### config.mk
export PLATFORM = sky130hd
export DESIGN_NAME = spi_debug_tx
export DESIGN_NICKNAME = d
export VERILOG_FILES = /design/src/rtl/spi_debug_pkg.sv /design/src/rtl/debug_byte_fifo.sv /design/src/rtl/spi_debug_tx.sv
export SDC_FILE = /design/constraint.sdc
export NUM_CORES = 1
export LEC_CHECK = 0
export CAP_MARGIN = 20
export CELL_PAD_IN_SITES_DETAIL_PLACEMENT = 1
export CELL_PAD_IN_SITES_GLOBAL_PLACEMENT = 2
export CORE_MARGIN = 1
export CORE_UTILIZATION = 30
export CTS_BUF_LIST = sky130_fd_sc_hd__clkbuf_16
export DETAILED_ROUTE_END_ITERATION = 7
export PLACE_DENSITY_LB_ADDON = 0.1
export SYNTH_ARGS = -nofsm -noshare
export SYNTH_HDL_FRONTEND = slang
export SYNTH_SLANG_ARGS = --single-unit
### constraint.sdc
create_clock -name i_clk -period 3.55 [get_ports i_clk]
set_input_delay 0.71 -clock i_clk [delete_from_list [all_inputs] [get_ports i_clk]]
set_output_delay 0.71 -clock i_clk [all_outputs]
set_load 0.01 [all_outputs]
### src/rtl/spi_debug_pkg.sv
// Shared definitions for the SPI debug-byte transmitter and its FIFO.
package spi_debug_pkg;

  localparam int DATA_WIDTH_DEF = 8;
  localparam logic [7:0] IDLE_BYTE_DEF = 8'h00;

  typedef enum logic [1:0] {
    IDLE  = 2'd0,
    LOAD  = 2'd1,
    SHIFT = 2'd2
  } state_t;

endpackage

### src/rtl/debug_byte_fifo.sv
// Single-clock show-ahead FIFO; a pop on empty is ignored, a push on full is
// accepted only when a pop frees a slot in the same cycle.
module debug_byte_fifo #(
  parameter int DATA_WIDTH = 8,
  parameter int DEPTH      = 16
) (
  input  logic                    clk,
  input  logic                    rst_n,
  input  logic                    push,
  input  logic                    pop,
  input  logic [DATA_WIDTH-1:0]   wdata,
  output logic [DATA_WIDTH-1:0]   rdata,
  output logic                    full,
  output logic                    empty,
  output logic [$clog2(DEPTH):0]  level
);

  localparam int AW = $clog2(DEPTH);

  logic [DATA_WIDTH-1:0] mem [DEPTH];
  logic [AW-1:0]         wptr;
  logic [AW-1:0]         rptr;
  logic                  do_push;
  logic                  do_pop;

  assign empty   = (level == '0);
  assign full    = (level == (AW+1)'(DEPTH));
  assign do_pop  = pop & ~empty;
  assign do_push = push & (~full | do_pop);
  assign rdata   = mem[rptr];

  always_ff @(posedge clk) begin
    if (do_push) mem[wptr] <= wdata;
  end

  // Pointers wrap naturally because DEPTH is a power of two.
  always_ff @(posedge clk or negedge rst_n) begin
    if (!rst_n) begin
      wptr  <= '0;
      rptr  <= '0;
      level <= '0;
    end else begin
      if (do_push) wptr <= wptr + 1'b1;
      if (do_pop)  rptr <= rptr + 1'b1;
      case ({do_push, do_pop})
        2'b10:   level <= level + 1'b1;
        2'b01:   level <= level - 1'b1;
        default: level <= level;
      endcase
    end
  end

endmodule

### src/rtl/spi_debug_tx.sv
// SPI mode-0 peripheral that queues captured debug bytes and shifts them out
// MSB-first; SCLK/CSn are oversampled on i_clk.
module spi_debug_tx #(
  parameter int                    DATA_WIDTH  = spi_debug_pkg::DATA_WIDTH_DEF,
  parameter int                    FIFO_DEPTH  = 16,
  parameter int                    SYNC_STAGES = 2,
  parameter logic [DATA_WIDTH-1:0] IDLE_BYTE   = spi_debug_pkg::IDLE_BYTE_DEF
) (
  input  logic                         i_clk,
  input  logic                         i_reset_n,
  input  logic [DATA_WIDTH-1:0]        i_data,
  input  logic                         i_capture,
  input  logic                         i_clear_overflow,
  input  logic                         i_spi_sclk,
  input  logic                         i_spi_csn,
  output logic                         o_spi_miso,
  output logic                         o_miso_oe,
  output logic                         o_datasent,
  output logic                         o_abort,
  output logic                         o_full,
  output logic                         o_empty,
  output logic [$clog2(FIFO_DEPTH):0]  o_level,
  output logic                         o_overflow
);
  import spi_debug_pkg::*;

  localparam int CNT_W = $clog2(DATA_WIDTH) + 1;

  logic                   cap_d;
  logic                   push;
  logic [SYNC_STAGES-1:0] sclk_sync;
  logic [SYNC_STAGES-1:0] csn_sync;
  logic                   sclk_d;
  logic                   csn_d;
  logic                   sclk_rise;
  logic                   sclk_fall;
  logic                   csn_rise;
  logic                   csn_fall;

  state_t                 state;
  logic [DATA_WIDTH-1:0]  shreg;
  logic [CNT_W-1:0]       bit_cnt;
  logic                   frame_done;
  logic                   reload;
  logic                   pop;
  logic [DATA_WIDTH-1:0]  head;
  logic [DATA_WIDTH-1:0]  load_byte;

  assign push      = i_capture & ~cap_d;
  assign sclk_rise =  sclk_sync[SYNC_STAGES-1] & ~sclk_d;
  assign sclk_fall = ~sclk_sync[SYNC_STAGES-1] &  sclk_d;
  assign csn_rise  =  csn_sync[SYNC_STAGES-1]  & ~csn_d;
  assign csn_fall  = ~csn_sync[SYNC_STAGES-1]  &  csn_d;

  // A CSn rise in the same cycle as the last falling SCLK wins, so no byte is lost to a reload.
  assign reload    = (state == SHIFT) & ~csn_rise & sclk_fall & frame_done;
  assign pop       = (state == LOAD) | reload;
  assign load_byte = o_empty ? IDLE_BYTE : head;

  debug_byte_fifo #(
    .DATA_WIDTH (DATA_WIDTH),
    .DEPTH      (FIFO_DEPTH)
  ) u_fifo (
    .clk   (i_clk),
    .rst_n (i_reset_n),
    .push  (push),
    .pop   (pop),
    .wdata (i_data),
    .rdata (head),
    .full  (o_full),
    .empty (o_empty),
    .level (o_level)
  );

  // Input conditioning: capture edge detect, pin synchronisers, overflow flag.
  always_ff @(posedge i_clk or negedge i_reset_n) begin
    if (!i_reset_n) begin
      cap_d      <= 1'b0;
      sclk_sync  <= '0;
      csn_sync   <= '1;
      sclk_d     <= 1'b0;
      csn_d      <= 1'b1;
      o_overflow <= 1'b0;
    end else begin
      cap_d     <= i_capture;
      sclk_sync <= {sclk_sync[SYNC_STAGES-2:0], i_spi_sclk};
      csn_sync  <= {csn_sync[SYNC_STAGES-2:0], i_spi_csn};
      sclk_d    <= sclk_sync[SYNC_STAGES-1];
      csn_d     <= csn_sync[SYNC_STAGES-1];
      if (push && o_full && !pop) o_overflow <= 1'b1;
      else if (i_clear_overflow)  o_overflow <= 1'b0;
    end
  end

  // Frame sequencer.
  always_ff @(posedge i_clk or negedge i_reset_n) begin
    if (!i_reset_n) begin
      state      <= IDLE;
      shreg      <= '0;
      bit_cnt    <= '0;
      frame_done <= 1'b0;
      o_spi_miso <= 1'b0;
      o_miso_oe  <= 1'b0;
      o_datasent <= 1'b0;
      o_abort    <= 1'b0;
    end else begin
      o_datasent <= 1'b0;
      o_abort    <= 1'b0;
      case (state)
        IDLE: begin
          o_spi_miso <= 1'b0;
          o_miso_oe  <= 1'b0;
          if (csn_fall) state <= LOAD;
        end
        LOAD: begin
          shreg      <= load_byte;
          bit_cnt    <= '0;
          frame_done <= 1'b0;
          o_spi_miso <= load_byte[DATA_WIDTH-1];
          o_miso_oe  <= 1'b1;
          state      <= SHIFT;
        end
        SHIFT: begin
          if (csn_rise) begin
            state      <= IDLE;
            o_spi_miso <= 1'b0;
            o_miso_oe  <= 1'b0;
            if (bit_cnt != '0 && !frame_done) o_abort <= 1'b1;
          end else if (sclk_rise) begin
            bit_cnt <= bit_cnt + 1'b1;
            if (bit_cnt == CNT_W'(DATA_WIDTH-1)) begin
              o_datasent <= 1'b1;
              frame_done <= 1'b1;
            end
          end else if (sclk_fall) begin
            if (frame_done) begin
              shreg      <= load_byte;
              o_spi_miso <= load_byte[DATA_WIDTH-1];
              bit_cnt    <= '0;
              frame_done <= 1'b0;
            end else begin
              shreg      <= shreg << 1;
              o_spi_miso <= shreg[DATA_WIDTH-2];
            end
          end
        end
        default: state <= IDLE;
      endcase
    end
  end

endmodule
==> flow_summary.ini, run 1 <==
[outcome]
status = finished clean

[clock_network]
worstSkewPairLatency_ns = 0.44
tritoncts = done
cts_sinks = 167
htreeDepth = 4
root_buffer = clkbuf_16
cts_buffers = 17
hold_buffers = 0
postCtsSetupBuffers = 0
clk_pin_slew_ns = 0.07
cts_buffer_depth = 2
cts_resized = 0

[synthesis]
yosysWarnings = 0
synthArstFlopShare = 0.234
synthCells = 437
synth_ff_type = edfxtp_1
syn_nets = 467
syn_area_mm2 = 0.00711
ys_types = 55
synth-edff-count = 128
ys_ff_latch = 167
syn_area_per_cell_um2 = 16.3
ys_seq_area_frac = 0.679

[place]
dpl.hpwl_mm = 10.6
gp_congestion = 0.726
portBuffers = 25
dp.cells = 778
preCtsSetupSlack_ns = 0.286

[global_route]
track_usage = 0.143
grt_max_degree = 40
grt.overflow.total = 0
grt_pass1_vias = 4125
grt_first_pass_wirelength_mm = 25.0
antenna_found_initial = 0

[pwr]
p_leak_nw = 3.00
power_density_mw_per_mm2 = 758
ir_drop_uv = 258

[sta]
slew-limit-headroom = 0.353
tightest_slew_ns = 0.971
rsz0062_at_grt = no
finalCritPeriodShare = 0.836
fin_crit_ns = 2.97
slew_violations = 0
setup_tns_ns = 0
worst_slack_ns = 0.582
clock-skew-final_ns = 0.0127
max_freq_ghz = 0.337
finalSetupViolations = 0
hold_violations = 0

[die]
dieHeight_um = 156
coreArea_mm2 = 0.0229
ios = 26
die_x_um = 156
initial_utilization = 0.310
num_rows = 55
die_area_mm2 = 0.0243

[worst_setup_path]
crit_buf_inv = 1
cp_cell_sequence = or4_4 > nor2_4 > clkdlybuf4s50_1
crit_type = reg2out
critPathMaxFanout = 9
critical_path.top_delay_family = simple AND/OR/NAND/NOR gates
slowest_delay_ns = 0.63
start_kind = flop
endpoint_kind = output pin
cp_data_required_time_ns = 2.84
cp.arrival_ns = 2.26
rrSetupSlack_ns = 0.65
critPathSlowestCell = or4_4

[drt]
avgViaCountPerCell = 4.70
drt-total-wl_mm = 15.8
wl_per_cell_um = 19.6
drc = 0
drtAntennaViolNets = 0
drt_pre_antenna_iters = 4
num_vias = 3808
drt_iter0_markers = 189

[cells_and_area]
final_cell_mix = edfxtp_1 (128), dfrtp_1 (35), nor2_1 (30)
layout.nets = 514
final_common_cell = edfxtp_1
area_growth_pct = 18.5
antenna_cells = 0
layout.cells.non_filler = 810
layout-drive-gt1-share = 0.181
fillers = 2316

[hold_path]
min_path_type = reg2reg

[run]
maxCapViolations = 0
## cells by family (layout without fill, tap and decap cells)
| logic type | count (synthesis) | count (layout) | synth area share |
|---|---|---|---|
| buffers and inverters | 38 | 98 | 0.0287 |
| multiplexers | 39 | 39 | 0.117 |
| adder cells (fa/ha/maj) | 16 | 16 | 0.0282 |
| XOR/XNOR | 10 | 10 | 0.0123 |
| AND/OR/NAND/NOR | 100 | 100 | 0.0695 |
| flip-flops | 167 | 167 | 0.679 |
| AO/OA/AOI/OAI | 67 | 67 | 0.0651 |
## per-layer routing
metal / vias to the layer above / GRT usage / wire length (um)
met3: 9 / 0.0322 / 482
li1: 1784 / - / -
met4: 0 / 0.0434 / 114
met2: 37 / 0.238 / 7920
met1: 1978 / 0.184 / 7320
met5: - / 0 / 0
## power breakdown
part / total [mW] / switching (mW) / internal, mW / leakage, nW
combinational: 1.86 / 0.982 / 0.873 / 1.06
clock: 1.94 / 0.951 / 0.985 / 0.305
sequential: 2.59 / 0.265 / 2.33 / 1.63
total: 6.38 / 2.20 / 4.19 / 3.00
## metrics by stage
stage	area [um^2]	hold WS, ns	utilization	power [mW]
after global routing	8420	0.363	0.367	6.75
final	8420	0.359	0.367	6.38
after CTS	8420	0.363	0.367	6.49
after floorplan	7110	0.331	-	3.96
after detailed placement	7780	0.343	0.340	4.52
after global placement	7780	0.349	0.340	4.50
## cells in the mapped netlist (2+ instances only)
| cell | number | area (um^2) |
|---|---|---|
| edfxtp_1 | 128 | 3840 |
| mux2_2 | 3 | 33.8 |
| mux4_2 | 17 | 383 |
| buf_8 | 2 | 30.0 |
| a21oi_1 | 14 | 70.1 |
| a221o_1 | 2 | 20.0 |
| a22oi_1 | 18 | 135 |
| a32o_1 | 3 | 30.0 |
| dfstp_2 | 3 | 78.8 |
| o21ai_0 | 9 | 45.0 |
| and2_1 | 3 | 18.8 |
| o21ai_1 | 3 | 15.0 |
| buf_4 | 3 | 22.5 |
| and3_1 | 2 | 12.5 |
| dfrtp_1 | 36 | 901 |
| o31ai_1 | 2 | 15.0 |
| a31oi_1 | 3 | 18.8 |
| buf_1 | 3 | 11.3 |
| nor2_1 | 30 | 113 |
| mux4_1 | 14 | 368 |
| mux2i_1 | 5 | 50.1 |
| nand4_1 | 3 | 18.8 |
| xor2_1 | 3 | 26.3 |
| xnor2_1 | 7 | 61.3 |
| clkbuf_1 | 7 | 26.3 |
| nand2_1 | 27 | 101 |
| nand2b_1 | 8 | 50.1 |
| nand3_1 | 7 | 35.0 |
| a22o_1 | 2 | 17.5 |
| buf_2 | 3 | 15.0 |
| nand2_2 | 2 | 12.5 |
| nor2b_1 | 6 | 37.5 |
| nor3_1 | 6 | 30.0 |
| ha_1 | 16 | 200 |
| inv_1 | 17 | 63.8 |
## flip-flops by register name, indices dropped and copies added (netlist names), 2 cells and up
register / flops
bit_cnt: 4
csn_sync: 2
state: 2
shreg: 7
sclk_sync: 2
u_fifo.wptr: 4
u_fifo.rptr: 4
u_fifo.mem: 128
u_fifo.level: 5
## worst paths after layout
check,from,endpoint,cells past startpoint
setup / recovery,u_fifo.level[1],o_full,3
hold / removal,csn_sync[0],csn_sync[1],0
setup reg to reg,csn_d,u_fifo.level[4],10
hold reg to reg,csn_sync[0],csn_sync[1],0
max in group asynchronous,i_reset_n,u_fifo.rptr[0],1
min in group asynchronous,i_reset_n,u_fifo.level[4],1
## layout make-up
cell class                      instances  area [um^2]  area share
Sequential cell                       167         4820       0.573
Multi-Input combinational cell        232         2080       0.247
Clock buffer                           17          425      0.0505
Timing Repair Buffer                   48          418      0.0496
Tap cell                              313          392      0.0465
Clock inverter                         15          211      0.0251
Inverter                               18         67.6     0.00803
No activity file was read; power rests on OpenSTA's default activity.
==> run 2: changes to the inputs <==
Clock period 3.55 ns to 2.7 ns, I/O delays scaled along.
==> run 2 against run 1 <==
The run now ends with negative setup slack left. Sequential cell count is the same. Clock power rose by 27%. Via count rose by 3.1%. Clock skew is 0.0053 ns higher. Count of clock-buffer cells in the layout unchanged. Critical path type is now reg2reg. Largest cell class unchanged. Largest power group unchanged.
==> flow_summary.ini, run 2 (same netlist as run 1, synthesis figures left out) <==
[outcome]
status = complete, but fails checks
violations = negative setup slack

[sta]
worst_slack_ns = -0.0276
finalCritPeriodShare = 1.01
slew_violations = 0
max_freq_ghz = 0.367
hold_violations = 0
fin_crit_ns = 2.73
tightest_slew_ns = 0.607
rsz0062_at_grt = yes
finalSetupViolations = 1
slew-limit-headroom = 0.594
clock-skew-final_ns = 0.0181

[pwr]
ir_drop_uv = 351
intPower_mw = 5.72
seqPwrFrac = 0.382
p_comb_frac = 0.332
p_sw_mw = 2.92
power_frac_clock = 0.286
p_leak_nw = 3.21
p_total_mw = 8.64
power_density_mw_per_mm2 = 986
swShare = 0.338

[cells_and_area]
largest_register = u_fifo.mem
layout-drive-gt1-share = 0.248
final_common_cell = edfxtp_1
fillers = 2307
layout.nets = 546
final_util = 0.382
antenna_cells = 0
area_growth_pct = 23.3
reg_top3 = u_fifo.mem (128), shreg (7), u_fifo.level (5)
largest_register_ffs = 128
final_cell_mix = edfxtp_1 (128), buf_4 (50), dfrtp_1 (35)

[drt]
drt_iter0_markers = 175
wl_met1_mm = 7.81
drtAntennaViolNets = 0
drt_pre_antenna_iters = 6
met3_length_um = 418
drt-total-wl_mm = 16.6
num_vias = 3926
avgViaCountPerCell = 4.66
met2_length_mm = 8.28
wl_per_cell_um = 19.8
top_layer = met4
drc = 0

[die]
ios = 26
coreArea_mm2 = 0.0229
initial_utilization = 0.310
num_rows = 55
die_x_um = 156
die_area_mm2 = 0.0243
dieHeight_um = 156

[clock_network]
htreeDepth = 4
tritoncts = done
cts_sinks = 167
clk_pin_slew_ns = 0.07
cts_buffer_depth = 2
worstSkewPairLatency_ns = 0.44
root_buffer = clkbuf_16
cts_buffers = 17

[place]
gp_congestion = 0.756
portBuffers = 25
preCtsSetupSlack_ns = -0.359
dpl.hpwl_mm = 11.3

[global_route]
antenna_found_initial = 0
grt_first_pass_wirelength_mm = 26.2
grt_max_degree = 40
grt_pass1_vias = 4326
track_usage = 0.148
grt.overflow.total = 0

[run]
maxCapViolations = 0

[worst_setup_path]
reg2reg_from = sclk_sync[1]
r2r_end = u_fifo.level[4]
cp_cell_sequence = inv_1 > ha_2 > and2_4 > a31oi_4 > or3_4 > xnor2_2 > ha_2 > or2_4 > o21a_1 > nor3_4 > a221oi_2 > a221o_1
crit_path_frequent_cell = ha_2
critical_path.top_delay_family = simple AND/OR/NAND/NOR gates
endpoint_kind = flop
cp.arrival_ns = 3.04
ff2ff_path_depth = 12
rrSetupSlack_ns = -0.03
critPathSlowestCell = or3_4
crit_buf_inv = 1
startpoint = sclk_sync[1]
slowest_delay_ns = 0.42
start_kind = flop
critPathMaxFanout = 2
cp.depth = 12
crit_type = reg2reg
cp_data_required_time_ns = 3.02
crit_end = u_fifo.level[4]

[hold_path]
min_path_type = in2async
## run 2: repair_timing
action,4_1_cts,5_1_grt
setup endpoints to repair,2,12
buffers inserted,0,2
pin swaps,0,6
gates resized for setup,4,10
hold buffers,0,0
## run 2: how the worst min path moves through the flow
stage	from	endpoint	slack [ns]	cells past startpoint
after floorplan	i_reset_n	bit_cnt[0]	0.24	0
after global placement	csn_sync[0]	csn_sync[1]	0.35	0
after detailed placement	csn_sync[0]	csn_sync[1]	0.35	0
after CTS	i_reset_n	u_fifo.wptr[0]	0.31	1
after global routing	i_reset_n	u_fifo.wptr[1]	0.02	1
final	i_reset_n	o_overflow	0.01	1
## run 2: layout make-up
class,instances,area [um^2],area share
clock buffers,17,425,0.0486
clock inverters,15,191,0.0218
inverters,18,67.6,0.00771
multi-input cells,232,2140,0.244
flip-flops and latches,167,4820,0.551
well taps,313,392,0.0447
repair buffers,80,722,0.0824
## run 2: power by group through the flow
stage / Clock (mW) / Combinational [mW] / Sequential [mW]
final: 2.47 / 2.87 / 3.30
after global routing: 2.63 / 3.15 / 3.35
after CTS: 2.55 / 2.87 / 3.31
after detailed placement: 0 / 2.85 / 3.36
after floorplan: 0 / 1.93 / 3.27
after global placement: 0 / 2.82 / 3.35
## run 2: per-layer routing
layer  vias up  GRT usage
met1      2024      0.199
met5         -          0
li1       1844          -
met4         0     0.0392
met2        48      0.244
met3        10     0.0308
## run 2: per-stage QoR
| stage | cells | TNS [ns] | hold slack [ns] | cell area (um^2) |
|---|---|---|---|---|
| global placement | 807 | -0.276 | 0.352 | 8050 |
| global route | 842 | -0.126 | 0.0223 | 8760 |
| floorplan | 437 | 0 | 0.244 | 7110 |
| finish | 842 | -0.0276 | 0.0106 | 8760 |
| detailed placement | 807 | -0.385 | 0.347 | 8050 |
| CTS | 839 | 0 | 0.312 | 8680 |
==> run 3: changes to the inputs <==
Settings changed: SLEW_MARGIN set to 15.
==> results of run 3 <==
No change in the layout: final DEF, timing and power equal those of run 2.
